## src/rtl/player_pkg.sv

```systemverilog
// Shared state encoding for the player lives/respawn sequencer.
package player_pkg;
    localparam int STATE_W     = 5;
    localparam int IDLE_IDX    = 0;
    localparam int PLAY_IDX    = 1;
    localparam int DYING_IDX   = 2;
    localparam int RESPAWN_IDX = 3;
    localparam int OVER_IDX    = 4;

    typedef logic [STATE_W-1:0] player_state_t;

    localparam player_state_t ST_IDLE    = player_state_t'(1 << IDLE_IDX);
    localparam player_state_t ST_PLAY    = player_state_t'(1 << PLAY_IDX);
    localparam player_state_t ST_DYING   = player_state_t'(1 << DYING_IDX);
    localparam player_state_t ST_RESPAWN = player_state_t'(1 << RESPAWN_IDX);
    localparam player_state_t ST_OVER    = player_state_t'(1 << OVER_IDX);
endpackage

```

## src/rtl/frame_timer.sv

```systemverilog
// Loadable frame down-counter; done_o flags the tick that ends the interval.
module frame_timer #(
    parameter int WIDTH = 6
) (
    input  logic             clk_i,
    input  logic             reset_ni,
    input  logic             load_i,
    input  logic [WIDTH-1:0] load_val_i,
    input  logic             tick_i,
    output logic             done_o
);
    logic [WIDTH-1:0] count;

    always_ff @(posedge clk_i or negedge reset_ni) begin
        if (!reset_ni) begin
            count <= '0;
        end else if (load_i) begin
            count <= load_val_i;
        end else if (tick_i && (count != '0)) begin
            count <= count - 1'b1;
        end
    end

    assign done_o = tick_i && (count == WIDTH'(1));
endmodule

```

## src/rtl/player_life_ctrl.sv

```systemverilog
// Lives tracking and death/respawn sequencing for the player instance.
module player_life_ctrl
    import player_pkg::*;
#(
    parameter int start_lives_p    = 3,
    parameter int max_lives_p      = 7,
    parameter int death_frames_p   = 60,
    parameter int respawn_frames_p = 30,
    parameter int lives_width_p    = 3
) (
    input  logic                     clk_i,
    input  logic                     reset_ni,
    input  logic                     frame_i,
    input  logic                     start_i,
    input  logic                     hit_i,
    input  logic                     add_life_i,
    output logic                     player_enable_o,
    output logic                     player_reset_o,
    output logic                     exploding_o,
    output logic                     visible_o,
    output logic [lives_width_p-1:0] lives_o,
    output logic                     game_over_o,
    output logic [STATE_W-1:0]       state_o
);
    localparam int MAX_FRAMES = (death_frames_p > respawn_frames_p) ? death_frames_p : respawn_frames_p;
    localparam int TIMER_W    = $clog2(MAX_FRAMES + 1);
    localparam logic [lives_width_p-1:0] START_LIVES = lives_width_p'(start_lives_p);
    localparam logic [lives_width_p-1:0] MAX_LIVES   = lives_width_p'(max_lives_p);

    player_state_t            state_q;
    logic [lives_width_p-1:0] lives_q;
    logic                     visible_q;
    logic                     timer_load;
    logic [TIMER_W-1:0]       timer_val;
    logic                     timer_done;

    function automatic logic [lives_width_p-1:0] lives_inc(input logic [lives_width_p-1:0] l);
        return (l >= MAX_LIVES) ? MAX_LIVES : l + 1'b1;
    endfunction

    function automatic logic [lives_width_p-1:0] lives_dec(input logic [lives_width_p-1:0] l);
        return (l == '0) ? '0 : l - 1'b1;
    endfunction

    // Timer is armed on a hit in PLAY and re-armed when DYING hands over to RESPAWN.
    always_comb begin
        timer_load = 1'b0;
        timer_val  = '0;
        if ((state_q == ST_PLAY) && hit_i) begin
            timer_load = 1'b1;
            timer_val  = TIMER_W'(death_frames_p);
        end else if ((state_q == ST_DYING) && timer_done && (lives_q != '0)) begin
            timer_load = 1'b1;
            timer_val  = TIMER_W'(respawn_frames_p);
        end
    end

    frame_timer #(.WIDTH(TIMER_W)) u_timer (
        .clk_i      (clk_i),
        .reset_ni   (reset_ni),
        .load_i     (timer_load),
        .load_val_i (timer_val),
        .tick_i     (frame_i),
        .done_o     (timer_done)
    );

    always_ff @(posedge clk_i or negedge reset_ni) begin
        if (!reset_ni) begin
            state_q   <= ST_IDLE;
            lives_q   <= '0;
            visible_q <= 1'b1;
        end else begin
            case (state_q)
                ST_IDLE, ST_OVER: begin
                    if (start_i) begin
                        lives_q <= START_LIVES;
                        state_q <= ST_PLAY;
                    end
                end
                ST_PLAY: begin
                    // Decrement before increment so hit+bonus at the ceiling stays at max.
                    if (hit_i) begin
                        lives_q <= add_life_i ? lives_inc(lives_dec(lives_q)) : lives_dec(lives_q);
                        state_q <= ST_DYING;
                    end else if (add_life_i) begin
                        lives_q <= lives_inc(lives_q);
                    end
                end
                ST_DYING: begin
                    if (add_life_i) lives_q <= lives_inc(lives_q);
                    if (timer_done) begin
                        if (lives_q == '0) begin
                            lives_q <= '0;
                            state_q <= ST_OVER;
                        end else begin
                            state_q <= ST_RESPAWN;
                        end
                    end
                end
                ST_RESPAWN: begin
                    if (add_life_i) lives_q <= lives_inc(lives_q);
                    if (frame_i) begin
                        if (timer_done) begin
                            visible_q <= 1'b1;
                            state_q   <= ST_PLAY;
                        end else begin
                            visible_q <= ~visible_q;
                        end
                    end
                end
                default: begin
                    state_q   <= ST_IDLE;
                    lives_q   <= '0;
                    visible_q <= 1'b1;
                end
            endcase
        end
    end

    assign state_o         = state_q;
    assign lives_o         = lives_q;
    assign visible_o       = visible_q;
    assign player_enable_o = state_q[PLAY_IDX];
    assign exploding_o     = state_q[DYING_IDX];
    assign game_over_o     = state_q[OVER_IDX];
    assign player_reset_o  = state_q[IDLE_IDX] | state_q[RESPAWN_IDX] | state_q[OVER_IDX];
endmodule

```

## config.mk

```make
export PLATFORM = sky130hd
export DESIGN_NAME = player_life_ctrl
export DESIGN_NICKNAME = d
export VERILOG_FILES = /design/src/rtl/player_pkg.sv /design/src/rtl/frame_timer.sv /design/src/rtl/player_life_ctrl.sv
export SDC_FILE = /design/constraint.sdc
export NUM_CORES = 1
export LEC_CHECK = 0
export CAP_MARGIN = 20
export CORE_UTILIZATION = 56
export DETAILED_ROUTE_END_ITERATION = 8
export DONT_BUFFER_PORTS = 1
export PLACE_DENSITY = 0.71
export SETUP_SLACK_MARGIN = 0.1
export SYNTH_ARGS = -nofsm -noshare
export SYNTH_HDL_FRONTEND = slang
export SYNTH_SLANG_ARGS = --single-unit
```

## constraint.sdc

```tcl
create_clock -name clk_i -period 6.15 [get_ports clk_i]
set_input_delay 1.23 -clock clk_i [delete_from_list [all_inputs] [get_ports clk_i]]
set_output_delay 1.23 -clock clk_i [all_outputs]
set_load 0.05 [all_outputs]
```

==> results of run 1 <==
## through the flow
stage	area (µm²)	worst slack, ns	instances	hold slack [ns]	power [mW]
5_1_grt	1280	3.07	160	0.604	0.646
3_3_place_gp	1210	3.32	154	0.594	0.519
2_1_floorplan	1230	3.48	135	0.557	0.490
3_5_place_dp	1210	3.30	154	0.602	0.527
4_1_cts	1240	2.98	158	0.621	0.586
6_report	1280	3.18	160	0.626	0.594
## metal layers
layer	vias up	part of all wire [%]	track usage, %
li1	487	-	-
met1	466	48	30.4
met2	21	49	37.7
met3	0	3.1	5.92
met4	0	0	2.94
met5	-	0	0
## kinds of logic after synthesis
| family | count (synthesis) |
|---|---|
| adders and majority gates | 10 |
| buffers and inverters | 18 |
| muxes | 2 |
| and+or+nand+nor | 44 |
| xor gates and xnor gates | 8 |
| DFF | 15 |
| AOI/OAI and AO/OA | 38 |
## worst min path at each step
stage                           startpoint               end  slack, ns  cells after the start
final                             reset_ni        state_o[3]       0.63                      0
after global routing              reset_ni        state_o[1]       0.60                      0
after CTS                         reset_ni        state_o[1]       0.62                      0
after detailed placement  u_timer.count[4]  u_timer.count[4]       0.60                      2
after global placement    u_timer.count[3]  u_timer.count[3]       0.59                      2
after floorplan           u_timer.count[3]  u_timer.count[3]       0.56                      2
## layout by cell type, fill, tap and decap left out, types with 4 or more instances in the layout
cell type	n
xnor2_1	4
ha_1	10
nand2_1	12
inv_1	9
nor3_1	4
nor2_1	7
dfrtp_1	13
xor2_1	4
o21ai_0	10
a21oi_1	7
## cell type report
type | instances | area [µm²]
Clock buffer | 4 | 26.3
Fill cell | 174 | 744
Tap cell | 27 | 33.8
Multi-Input combinational cell | 102 | 759
Sequential cell | 15 | 378
Inverter | 9 | 33.8
Timing Repair Buffer | 3 | 46.3
## power by group
| group | internal, mW | switching, mW | total [mW] | leakage (nW) |
|---|---|---|---|---|
| clock network | 0.0252 | 0.0310 | 0.0561 | 0.0150 |
| registers | 0.136 | 0.0969 | 0.233 | 0.180 |
| logic | 0.121 | 0.184 | 0.305 | 0.354 |
| total | 0.282 | 0.312 | 0.594 | 0.549 |
## cell usage after synthesis (2+ instances only)
library cell,instances,share of area (%)
or3_1,2,1.0
a311oi_1,2,1.4
buf_4,6,3.7
ha_1,10,10
xnor2_1,4,2.9
o31ai_1,2,1.2
inv_1,9,2.7
nand3_1,2,0.81
a21oi_1,7,2.9
xor2_1,4,2.9
and4_1,3,2.1
dfrtp_1,13,26
dfstp_2,2,4.3
nand2_1,12,3.7
a221oi_1,2,1.4
nor2_1,7,2.1
nor3b_1,2,1.2
o21ai_0,10,4.1
clkbuf_1,2,0.61
nor3_1,4,1.6
nand3b_1,3,1.8
o21a_1,2,1.2
a21boi_0,2,1.2
o211ai_1,2,1.2
## flip-flops by register name, summed over array words and instances (netlist names)
register / flops
state_o: 5
lives_o: 3
u_timer.count: 6
visible_o: 1
==> impl_metrics.tcl, run 1 <==
set metrics [dict create \
    antenna_found_initial 0 \
    reg2reg_slack_ns 3.29 \
    grt_max_degree 16 \
    synth_top_family_by_area "simple AND/OR/NAND/NOR gates" \
    slew_headroom_pct 39.3 \
    syn_to_final_growth_pct 3.97 \
    drt-total-wl_um 2400 \
    clkTransAtPathRegs_ns 0.09 \
    power.density_nw_per_um2 465 \
    numPortBuffers 0 \
    route.detailed.drc 0 \
    cp.buffers_inverters 0 \
    syn_area_um2 1230 \
    cp_cell_sequence "or3_1" \
    fin_nets 150 \
    grt_overflow 0 \
    die_y_um 48.8 \
    required_ns 4.92 \
    cp-startpoint "state_o[3]" \
    clkLatencyLatePin_ns 0.28 \
    arrival_ns 1.74 \
    final_core_util_pct 63.2 \
    cp.depth 1 \
    dr.first_iter.drc_count 16 \
    path_class "flop to primary output" \
    leakage_nw 0.549 \
    cp-end-kind "primary output" \
    synth_cell_types 45 \
    slowest_delay_ns 0.74 \
    critPathSlowestCell "or3_1" \
    firstDrtPassIters 4 \
    dp_hpwl_um 1790 \
    crit_family "simple AND/OR/NAND/NOR gates" \
    cts_resized 0 \
    status "finished clean" \
    hold_buffers 0 \
    routabilityCongestion 0.814 \
    drive_gt1_share_pct 12.0 \
    r2r_start "lives_o[0]" \
    fmax_ghz 0.337 \
    synth_compound_area_share_pct 21.6 \
    synth_edf_count 0 \
    cts_root_buffer "clkbuf_4" \
    worstPathMaxFanout 13 \
    netlist_instances 135 \
    vias_per_cell 6.09 \
    antennaDiodeCount 0 \
    io_pins 19 \
    rr_endpoint "lives_o[2]" \
    maxCapViolCount 0 \
    synth_flop_cell "dfrtp_1" \
    ys_seq_elements 15 \
    num_vias 974 \
    fin_skew_ns 0.00945 \
    htreeDepth 1 \
    cts_setup_buffers 0 \
    synth_area_per_cell_um2 9.10 \
    placementRows 16 \
    start_kind "flop" \
    worstMarginPinSlew_ns 0.911 \
    synthMuxAreaShare_pct 1.73 \
    start_util_pct 60.8 \
    hold_path.class "input port to asynchronous set/reset pin" \
    reg2reg_depth 9 \
    die_w_um 48.8 \
    worst_ir_drop_vdd_v 0.000303 \
    period_minus_slack_ns 2.97 \
    core_um2 2020 \
    cts_made_buffers 3 \
    tns_ns 0 \
    yosys_warnings 0 \
    synthArstFlopShare_pct 100 \
    synth-xor-area-share_pct 5.70 \
    critPathCapture "player_reset_o" \
    die-area_um2 2390 \
    hold_viol 0 \
    wl_per_cell_um 15.0 \
    synthAdderAreaFrac_pct 10.2 \
    setup_viol 0 \
    grt_pass1_wl_um 4240 \
    synth-simple-area-share_pct 22.6 \
    ys_seq_area_share_pct 30.8 \
    synth_nets 151 \
    grt_pass1_vias 931 \
    slew_violations 0 \
    clockBufferDepth 2 \
    cts_sinks 15 \
    ant_nets 0 \
    rsz0062_at_grt "no" \
    grt_usage_pct 22.7 \
    finalCritPeriodShare_pct 48.2 \
    cts_tree "built" \
]
(Power assumes the default switching activity.)
==> run 2, diff against run 1 <==
- clock period: 6.15 -> 3.1 ns (I/O delays scaled with it)
==> impl_metrics.tcl, run 2 (synthesis gave the netlist of run 1 again) <==
set metrics [dict create \
    core_um2 2020 \
    power.density_nw_per_um2 920 \
    path_class "flop to flop" \
    rsz0062_at_grt "no" \
    grt_overflow 0 \
    syn_to_final_growth_pct 5.30 \
    cts_sinks 15 \
    vias_per_cell 6.17 \
    cts_made_buffers 3 \
    cts_tree "built" \
    firstDrtPassIters 4 \
    num_vias 1018 \
    multiInputGateArea_um2 759 \
    grt_usage_pct 24.8 \
    seq_power_share_pct 33.5 \
    cp-startpoint "lives_o[1]" \
    place_inst 160 \
    ant_nets 0 \
    fin_nets 155 \
    hold_viol 0 \
    reg2reg_slack_ns 0.72 \
    drt-total-wl_um 2610 \
    grt_pass1_vias 1037 \
    grt_pass1_wl_um 4640 \
    arrival_ns 2.55 \
    maxCapViolCount 0 \
    final_cell_mix "dfrtp_1, nand2_1, o21ai_0, ha_1, inv_1" \
    routabilityCongestion 0.917 \
    final_core_util_pct 64.0 \
    worst_ir_drop_vdd_v 0.000639 \
    required_ns 3.27 \
    slew_violations 0 \
    swShare_pct 52.6 \
    finalCritPeriodShare_pct 76.8 \
    worstPathMaxFanout 5 \
    tns_ns 0 \
    worstMarginPinSlew_ns 0.578 \
    instances_no_fill 165 \
    reg2reg_depth 9 \
    cp_cell_sequence "inv_1, ha_1, ha_1, nor2_1, ha_1, ha_1, a311oi_1, a21oi_1, a211o_1" \
    crit_family "adder cells" \
    antennaDiodeCount 0 \
    placementRows 16 \
    fill_cells 180 \
    wl_per_cell_um 15.8 \
    route.detailed.drc 0 \
    antenna_found_initial 0 \
    internal_power_mw 0.564 \
    start_kind "flop" \
    cp.depth 9 \
    period_minus_slack_ns 2.38 \
    die_y_um 48.8 \
    rr_endpoint "lives_o[2]" \
    die-area_um2 2390 \
    slew_headroom_pct 61.3 \
    cts_setup_buffers 0 \
    hold_path.class "input port to asynchronous set/reset pin" \
    largest_reg_flops 6 \
    cts_root_buffer "clkbuf_4" \
    slowest_delay_ns 0.35 \
    p_sw_mw 0.626 \
    grt_max_degree 16 \
    clkPwrFrac_pct 9.2 \
    numPortBuffers 0 \
    cp.buffers_inverters 1 \
    cp-end-kind "flop" \
    clockBufferDepth 2 \
    fin_skew_ns 0.00253 \
    io_pins 19 \
    mostFrequentLayoutCell "dfrtp_1" \
    status "finished clean" \
    regMostFlops "u_timer.count" \
    leakage_nw 0.568 \
    whs_ns 0.169 \
    dp_hpwl_um 1950 \
    die_w_um 48.8 \
    seq_area_um2 378 \
    clkLatencyLatePin_ns 0.28 \
    htreeDepth 1 \
    fmax_ghz 0.420 \
    critPathSlowestCell "dfrtp_1" \
    setup_viol 0 \
    dr.first_iter.drc_count 20 \
    clkTransAtPathRegs_ns 0.08 \
    path_common_cell "ha_1" \
    r2r_start "lives_o[1]" \
    critPathCapture "lives_o[2]" \
    start_util_pct 60.8 \
    p_comb_share_pct 57.3 \
    drive_gt1_share_pct 14.5 \
]
-- run 2: final cells by class --
class                      count  share of cell area, %
clock buffer                   4                   2.03
inverter                       9                   2.61
multi-input combinational    102                   58.7
sequential                    15                   29.2
tap                           27                   2.61
timing repair buffer           8                   4.84
-- run 2: repair_timing --
item                                   in CTS  in global routing
hold buffers                                0                  1
gates resized for setup                     0                  0
endpoints found under the hold margin       0                 13
-- run 2: metal layers --
layer	part of all wire (%)	vias to the layer above	track usage (%)	wire length (µm)
li1	-	492	-	-
met1	46	487	31.5	1200
met2	48	37	40.3	1240
met3	5.4	2	6.85	140
met4	1.1	0	8.82	30
met5	0	-	0	0
-- run 2: metrics by stage --
stage                     total power, mW  setup WS, ns  area [µm²]
after global routing                 1.29         0.531        1290
after CTS                            1.19         0.731        1280
after floorplan                     0.971         0.546        1230
after global placement               1.06         0.866        1260
after detailed placement             1.07         0.750        1260
final                                1.19         0.719        1290
-- run 2: how the worst min path moves through the flow --
stage / cells past startpoint / end / from / slack [ns]
after floorplan: 0 / lives_o[0] / reset_ni / 0.32
after global placement: 0 / state_o[2] / reset_ni / 0.32
after detailed placement: 0 / state_o[2] / reset_ni / 0.32
after CTS: 0 / state_o[2] / reset_ni / 0.01
after global routing: 0 / state_o[0] / reset_ni / 0.15
final: 0 / state_o[0] / reset_ni / 0.17
-- run 2: power groups by stage --
stage	Sequential, mW	Clock [mW]	Combinational, mW
global route	0.411	0.122	0.758
finish	0.399	0.110	0.682
floorplan	0.436	0	0.536
detailed placement	0.400	0	0.675
CTS	0.398	0.115	0.677
global placement	0.398	0	0.659
==> run 3, diff against run 2 <==
- clock period: 3.1 -> 2.3 ns (I/O delays scaled with it)
==> impl_metrics.tcl, run 3 (synthesis gave the netlist of run 1 again) <==
set metrics [dict create \
    numPortBuffers 0 \
    slowest_delay_ns 0.45 \
    clockBufferDepth 2 \
    routabilityCongestion 0.941 \
    regMostFlops "u_timer.count" \
    finalCritPeriodShare_pct 93.9 \
    worst_ir_drop_vdd_v 0.000922 \
    drt-total-wl_um 2860 \
    leakage_nw 0.612 \
    slew_violations 0 \
    cp.depth 8 \
    period_minus_slack_ns 2.16 \
    num_vias 1070 \
    final_cell_mix "buf_4, nand2_1, o21ai_0, dfrtp_1" \
    cp-end-kind "flop" \
    grt_pass1_wl_um 4610 \
    route.detailed.drc 0 \
    required_ns 2.47 \
    status "finished clean" \
    seq_area_um2 382 \
    rsz0062_at_grt "no" \
    fill_cells 158 \
    fin_skew_ns 0.00829 \
    syn_to_final_growth_pct 16.5 \
    start_kind "flop" \
    critPathCapture "lives_o[2]" \
    hold_path.class "input port to flop" \
    dr.first_iter.drc_count 24 \
    vias_per_cell 6.11 \
    slew_headroom_pct 56.7 \
    worstPathMaxFanout 5 \
    crit_family "compound AO/OA/AOI/OAI gates" \
    grt_overflow 0 \
    core_um2 2020 \
    cp-startpoint "lives_o[1]" \
    antenna_found_initial 0 \
    critPathSlowestCell "dfrtp_2" \
    min_path_cells 2 \
    clkLatencyLatePin_ns 0.28 \
    grt_pass1_vias 992 \
    mostFrequentLayoutCell "buf_4" \
    fin_nets 165 \
    clkTransAtPathRegs_ns 0.10 \
    die_w_um 48.8 \
    power.total_mw 1.78 \
    hold_viol 0 \
    grt_max_degree 14 \
    cp_cell_sequence "inv_4, ha_4, mux2_4, ha_2, ha_4, a311oi_2, a21oi_1, a211o_1" \
    path_class "flop to flop" \
    cts_root_buffer "clkbuf_4" \
    r2r_start "lives_o[1]" \
    die-area_um2 2390 \
    dp_hpwl_um 1970 \
    cts_tree "built" \
    io_pins 19 \
    cp.buffers_inverters 1 \
    reg2reg_slack_ns 0.14 \
    antennaDiodeCount 0 \
    cts_made_buffers 3 \
    drive_gt1_share_pct 27.7 \
    htreeDepth 1 \
    die_y_um 48.8 \
    reg2reg_depth 8 \
    cts_sinks 15 \
    wl_per_cell_um 16.4 \
    fmax_ghz 0.463 \
    firstDrtPassIters 4 \
    grt_usage_pct 25.0 \
    path_common_cell "ha_4" \
    ant_nets 0 \
    placementRows 16 \
    rr_endpoint "lives_o[2]" \
    arrival_ns 2.33 \
    multiInputGateArea_um2 813 \
    start_util_pct 60.8 \
    largest_reg_flops 6 \
    worstMarginPinSlew_ns 0.648 \
    power.density_nw_per_um2 1240 \
    setup_viol 0 \
    tns_ns 0 \
    maxCapViolCount 0 \
]
[run 3: layout make-up]
cell class                 count  area share (%)
inverter                       9            2.53
timing repair buffer          18            9.79
multi-input combinational    102            56.8
tap                           27            2.36
sequential                    15            26.7
clock buffer                   4            1.84
[run 3: worst register-to-register path, delay by kind of cell, from the launching register on]
family                   cells  cell delay, ns
multiplexers                 1            0.32
AO/OA/AOI/OAI                3            0.61
adder cells (fa/ha/maj)      3            0.57
flip-flops                   1            0.45
buffers and inverters        1            0.10
[run 3: worst min path at each step]
stage              from          to
2_1_floorplan  reset_ni  lives_o[0]
3_3_place_gp   reset_ni  state_o[1]
3_5_place_dp   reset_ni  state_o[1]
4_1_cts        reset_ni   visible_o
5_1_grt         frame_i   visible_o
6_report        frame_i   visible_o
[run 3: stage by stage]
step                cells  hold slack [ns]  cell area (µm²)  utilization (%)  worst slack [ns]
CTS                   169         0.000498             1350             66.9             0.125
detailed placement    164            0.165             1310             64.8             0.119
global placement      164            0.165             1310             64.8             0.221
floorplan             135            0.164             1250                -             0.102
finish                175            0.368             1430             70.8             0.140
global route          175            0.388             1430             70.8            0.0840
[run 3: routing by layer]
metal / part of all wire, % / up-vias / track usage [%]
li1: - / 516 / -
met1: 47 / 502 / 34.9
met2: 46 / 46 / 38.9
met3: 5.0 / 6 / 3.12
met4: 1.9 / 0 / 10.8
met5: 0 / - / 0
[run 3: timing repair]
item,CTS,global route
setup buffers,0,5
pin swaps,0,3
hold buffers,1,1
hold endpoints to repair,13,2
setup endpoints to repair,1,3
gates resized for setup,1,6
[run 3: power breakdown]
part	internal [mW]	switching [mW]	total [mW]
Clock	0.0673	0.0865	0.154
Sequential	0.366	0.168	0.534
Combinational	0.432	0.659	1.09
Total	0.866	0.914	1.78
